--- src/rtl/axi_pkg.sv ---
// Shared AXI constants and the read-master FSM state type.
package axi_pkg;

    localparam logic [1:0] AXI_BURST_INCR = 2'b01;

    localparam logic [1:0] AXI_RESP_OKAY   = 2'b00;
    localparam logic [1:0] AXI_RESP_EXOKAY = 2'b01;
    localparam logic [1:0] AXI_RESP_SLVERR = 2'b10;
    localparam logic [1:0] AXI_RESP_DECERR = 2'b11;

    typedef enum logic [1:0] {
        IDLE = 2'd0,
        ADDR = 2'd1,
        DATA = 2'd2
    } state_t;

    // Beats wider than 4 bytes are not supported by the data path.
    function automatic logic [2:0] clamp_size(input logic [2:0] size);
        return (size > 3'd2) ? 3'd2 : size;
    endfunction

endpackage

--- src/rtl/axi_r_master.sv ---
// AXI4 read-channel master: one core burst request -> one AR transfer -> R beats
// returned through a one-entry registered response port.
//
// state | meaning
// IDLE  | waiting for a core request, req_ready high
// ADDR  | ARVALID held with stable AR* until ARREADY
// DATA  | collecting R beats until RLAST or beat count reaches ARLEN
module axi_r_master
    import axi_pkg::*;
#(
    parameter int DATA_WIDTH = 32,
    parameter int ADDR_WIDTH = 32
) (
    input  logic                  ACLK,
    input  logic                  ARESET,
    input  logic                  req_valid,
    output logic                  req_ready,
    input  logic [ADDR_WIDTH-1:0] req_addr,
    input  logic [7:0]            req_len,
    input  logic [2:0]            req_size,
    output logic [ADDR_WIDTH-1:0] ARADDR,
    output logic [7:0]            ARLEN,
    output logic [2:0]            ARSIZE,
    output logic [1:0]            ARBURST,
    output logic                  ARVALID,
    input  logic                  ARREADY,
    input  logic [DATA_WIDTH-1:0] RDATA,
    input  logic [1:0]            RRESP,
    input  logic                  RLAST,
    input  logic                  RVALID,
    output logic                  RREADY,
    output logic                  rsp_valid,
    output logic [DATA_WIDTH-1:0] rsp_data,
    output logic                  rsp_last,
    output logic                  rsp_err,
    input  logic                  rsp_ready,
    output logic                  busy
);

    state_t     state, state_nxt;
    logic [7:0] beat_cnt;
    logic       req_take, ar_done, beat;
    logic       len_hit, beat_last, beat_err;

    assign req_ready = (state == IDLE);
    assign busy      = (state != IDLE);
    assign ARBURST   = AXI_BURST_INCR;
    assign RREADY    = (state == DATA) && (!rsp_valid || rsp_ready);

    assign req_take  = req_valid && req_ready;
    assign ar_done   = ARVALID && ARREADY;
    assign beat      = RVALID && RREADY;
    assign len_hit   = (beat_cnt == ARLEN);
    assign beat_last = RLAST || len_hit;
    // RLAST disagreeing with the length count covers both early and missing last.
    assign beat_err  = (RRESP != AXI_RESP_OKAY) || (RLAST != len_hit);

    always_comb begin
        state_nxt = state;
        case (state)
            IDLE:    if (req_take) state_nxt = ADDR;
            ADDR:    if (ar_done) state_nxt = DATA;
            DATA:    if (beat && beat_last) state_nxt = IDLE;
            default: state_nxt = IDLE;
        endcase
    end

    always_ff @(posedge ACLK or posedge ARESET) begin
        if (ARESET) begin
            state <= IDLE;
        end else begin
            state <= state_nxt;
        end
    end

    always_ff @(posedge ACLK or posedge ARESET) begin
        if (ARESET) begin
            ARADDR   <= '0;
            ARLEN    <= '0;
            ARSIZE   <= '0;
            ARVALID  <= 1'b0;
            beat_cnt <= '0;
        end else begin
            if (req_take) begin
                ARADDR   <= req_addr;
                ARLEN    <= req_len;
                ARSIZE   <= clamp_size(req_size);
                ARVALID  <= 1'b1;
                beat_cnt <= '0;
            end else begin
                if (ar_done) ARVALID <= 1'b0;
                if (beat) beat_cnt <= beat_cnt + 8'd1;
            end
        end
    end

    always_ff @(posedge ACLK or posedge ARESET) begin
        if (ARESET) begin
            rsp_valid <= 1'b0;
            rsp_data  <= '0;
            rsp_last  <= 1'b0;
            rsp_err   <= 1'b0;
        end else if (beat) begin
            rsp_valid <= 1'b1;
            rsp_data  <= RDATA;
            rsp_last  <= beat_last;
            rsp_err   <= beat_err;
        end else if (rsp_ready) begin
            rsp_valid <= 1'b0;
        end
    end

endmodule

--- config.mk ---
export PLATFORM = sky130hd
export DESIGN_NAME = axi_r_master
export DESIGN_NICKNAME = d
export VERILOG_FILES = /design/src/rtl/axi_pkg.sv /design/src/rtl/axi_r_master.sv
export SDC_FILE = /design/constraint.sdc
export NUM_CORES = 1
export LEC_CHECK = 0
export ABC_AREA = 0
export CELL_PAD_IN_SITES_DETAIL_PLACEMENT = 2
export CELL_PAD_IN_SITES_GLOBAL_PLACEMENT = 2
export CORE_ASPECT_RATIO = 0.7
export CORE_MARGIN = 2
export CORE_UTILIZATION = 24
export CTS_BUF_LIST = sky130_fd_sc_hd__clkbuf_4
export DETAILED_ROUTE_END_ITERATION = 10
export GPL_TIMING_DRIVEN = 0
export PLACE_DENSITY_LB_ADDON = 0.05
export SLEW_MARGIN = 10
export SYNTH_ARGS = -nofsm -noshare
export SYNTH_HDL_FRONTEND = slang
export SYNTH_SLANG_ARGS = --single-unit
--- constraint.sdc ---
create_clock -name ACLK -period 4.3 [get_ports ACLK]
set_clock_uncertainty 0.2 [all_clocks]
set_input_delay 0.86 -clock ACLK [delete_from_list [all_inputs] [get_ports ACLK]]
set_output_delay 0.86 -clock ACLK [all_outputs]
set_load 0.01 [all_outputs]
==> metrics.txt <==
Syn Nets 487; Distinct cells, synth 28; # Max-Cap Violations 0; DRT Pass-1 Iters 6; Fmax 0.292 GHz; outcome finished clean; root buffer cell clkbuf_4; post-route ant nets 0; RSZ-0062 raised after global routing false; post-DR vias/cell 4.27; vias between 3000 and 4000; Setup Viol. Count Final 0; Iter 0 DRT Violations 90; WS Path Type input port to primary output; critical path required time 3.24 ns; cell area after synthesis 0.00363 sq mm; clock buffer depth 2; Fillers approximately 1600; Least-Margin Pin Slew 0.547 ns; GP Congestion 0.758; IO Count 168; Startpoint Class input port; Reg clk slew, reported paths approximately 0.13 ns; Die X-Extent 151 microns; GRT Total Usage 15.2%; first-pass GRT wire length 19.1 mm; nets 664; drt drc 0; CTS tree yes; PnR worst setup slack 0.871 ns; H-Tree Depth 3; antenna violations before repair 0; largest net degree at the start of global routing 54; Final period util 79.7%; row cnt 37; CTS Buf Count 9; Core Box Area 0.0147 sq mm; share of post-route cells with drive strength above 1 6.37%; final WL 11.7 mm; Leakage roughly 0.0028 uW; power per cell area 620 mW/mm^2; detailed placer's ending HPWL 8.99 mm; most common cell after layout, fill and taps aside nand2_1; Initial Util 24.6%; Overflow after GRT 0; # diodes 0; worst skew pair latency 0.44 ns; Multi-input gate area between 0.001 and 0.0015 sq mm; Max VDD drop 0.000215 V; register area 0.00223 sq mm; sequential fraction of the synthesis area 61.4%; Pwr Total 3530 uW; Crit Path Max Fanout 6; Syn Inst Count 401; synth warn 0; cts repair resizes 0; relative slew slack 63.4%; die height 107 microns; Hold Violations, Final 0; Setup Fix Bufs, Post-CTS 0; crit path DAT between 2 and 2.5 ns; Yosys reg bits 89; final worst path period need 3.43 ns; die area about 0.016 sq mm; Hold Crit Class flip-flop to flip-flop; Hold Buf Count CTS 0; Layout Area Growth over Synthesis 57.1%; via count of the first global-routing pass about 3700; wire per inst between 15 and 20 microns; Sink Count 89; Worst setup EP type primary output; dpl ws 0.844 ns; Final Max Tran Viols 0; Port Buf Inserts 165; most frequent cells in the layout 230 x nand2_1, 165 x clkdlybuf4s50_1, 89 x dfrtp_1; Syn Area/Cell 9.05 sq um
-- synth_stat cells --
cell,number,area (sq um)
nand2_1,230,863
dfrtp_1,89,2230
buf_4,10,75.1
nor2_1,10,37.5
buf_2,8,40.0
xor2_1,8,70.1
xnor2_1,5,43.8
inv_1,4,15.0
o21ai_0,4,20.0
nand3_1,3,15.0
nand4_1,3,18.8
nor3_1,3,15.0
nor4_1,3,18.8
and2_1,2,12.5
clkbuf_1,2,7.51
conb_1,2,7.51
ha_1,2,25.0
mux2i_1,2,20.0
nor4_2,2,25.0
a21o_1,1,7.51
a21oi_1,1,5.00
a311oi_1,1,8.76
and2b_1,1,7.51
and3_1,1,6.26
nand2b_1,1,6.26
nand2b_4,1,13.8
nand4b_1,1,8.76
nor2b_1,1,6.26
-- flip-flops by register name, indices dropped and copies added, names as in the netlist --
signal and count:
rsp_valid 1, rsp_data 32, ARSIZE 3, ARVALID 1, rsp_last 1, beat_cnt 8, state 2, rsp_err 1
ARLEN 8, ARADDR 32
-- cell families after synthesis --
kind of cell / share of synthesized area [%]
DFF: 61.4
and+or+nand+nor: 29.1
AOI/OAI and AO/OA: 1.14
buffers and inverters: 3.79
xor gates and xnor gates: 3.14
muxes: 0.552
adders and majority gates: 0.690
other: 0.207
-- layout make-up --
type | count | share of cell area [%]
Buffer | 20 | 2.15
Sequential cell | 89 | 39.1
Tap cell | 195 | 4.28
Inverter | 4 | 0.307
Multi-Input combinational cell | 288 | 22.2
Clock buffer | 10 | 1.32
Clock inverter | 4 | 1.23
Timing Repair Buffer | 166 | 29.5
-- metrics by stage --
| step | area [sq um] | util [%] | hold WS (ns) | std cells | TNS (ns) |
|---|---|---|---|---|---|
| 4_1_cts | 5700 | 38.7 | 0.299 | 776 | 0 |
| 5_1_grt | 5700 | 38.7 | 0.322 | 776 | 0 |
| 3_5_place_dp | 5550 | 37.7 | 0.266 | 762 | 0 |
| 2_1_floorplan | 3630 | - | 0.286 | 401 | 0 |
| 6_report | 5700 | 38.7 | 0.291 | 776 | 0 |
| 3_3_place_gp | 5520 | 37.5 | 0.254 | 761 | -77.46 |
-- final timing paths --
path / from / end / slack, ns / cells after the start
worst min-delay path: rsp_data[0] / rsp_data[0] / 0.29 / 2
worst max-delay path: rsp_ready / RREADY / 0.87 / 4
worst min register to register: rsp_data[0] / rsp_data[0] / 0.29 / 2
min in group asynchronous: ARESET / rsp_data[4] / 0.59 / 2
worst max register to register: beat_cnt[1] / rsp_err / 2.40 / 6
max in group asynchronous: ARESET / ARLEN[5] / 2.65 / 3
-- power by group --
group / total (uW) / internal, uW / leakage, uW / switching, uW
sequential: 1420 / 1190 / 0.00113 / 232
combinational: 1590 / 874 / 0.00156 / 715
clock: 518 / 235 / 0.0000821 / 283
total: 3530 / 2300 / 0.00277 / 1230
-- critical path, stage by stage --
cell and delay, ns:
clkdlybuf4s50_1 0.42, nor2b_1 0.45, nor2_1 0.11, clkdlybuf4s50_1 0.52
-- routing by layer --
layer	GRT usage, %	part of all wire (%)
met1	19.1	44
met2	25.1	47
met3	5.70	7.9
met4	3.20	0.83
met5	0	0
No activity file was read; power rests on OpenSTA's default activity.
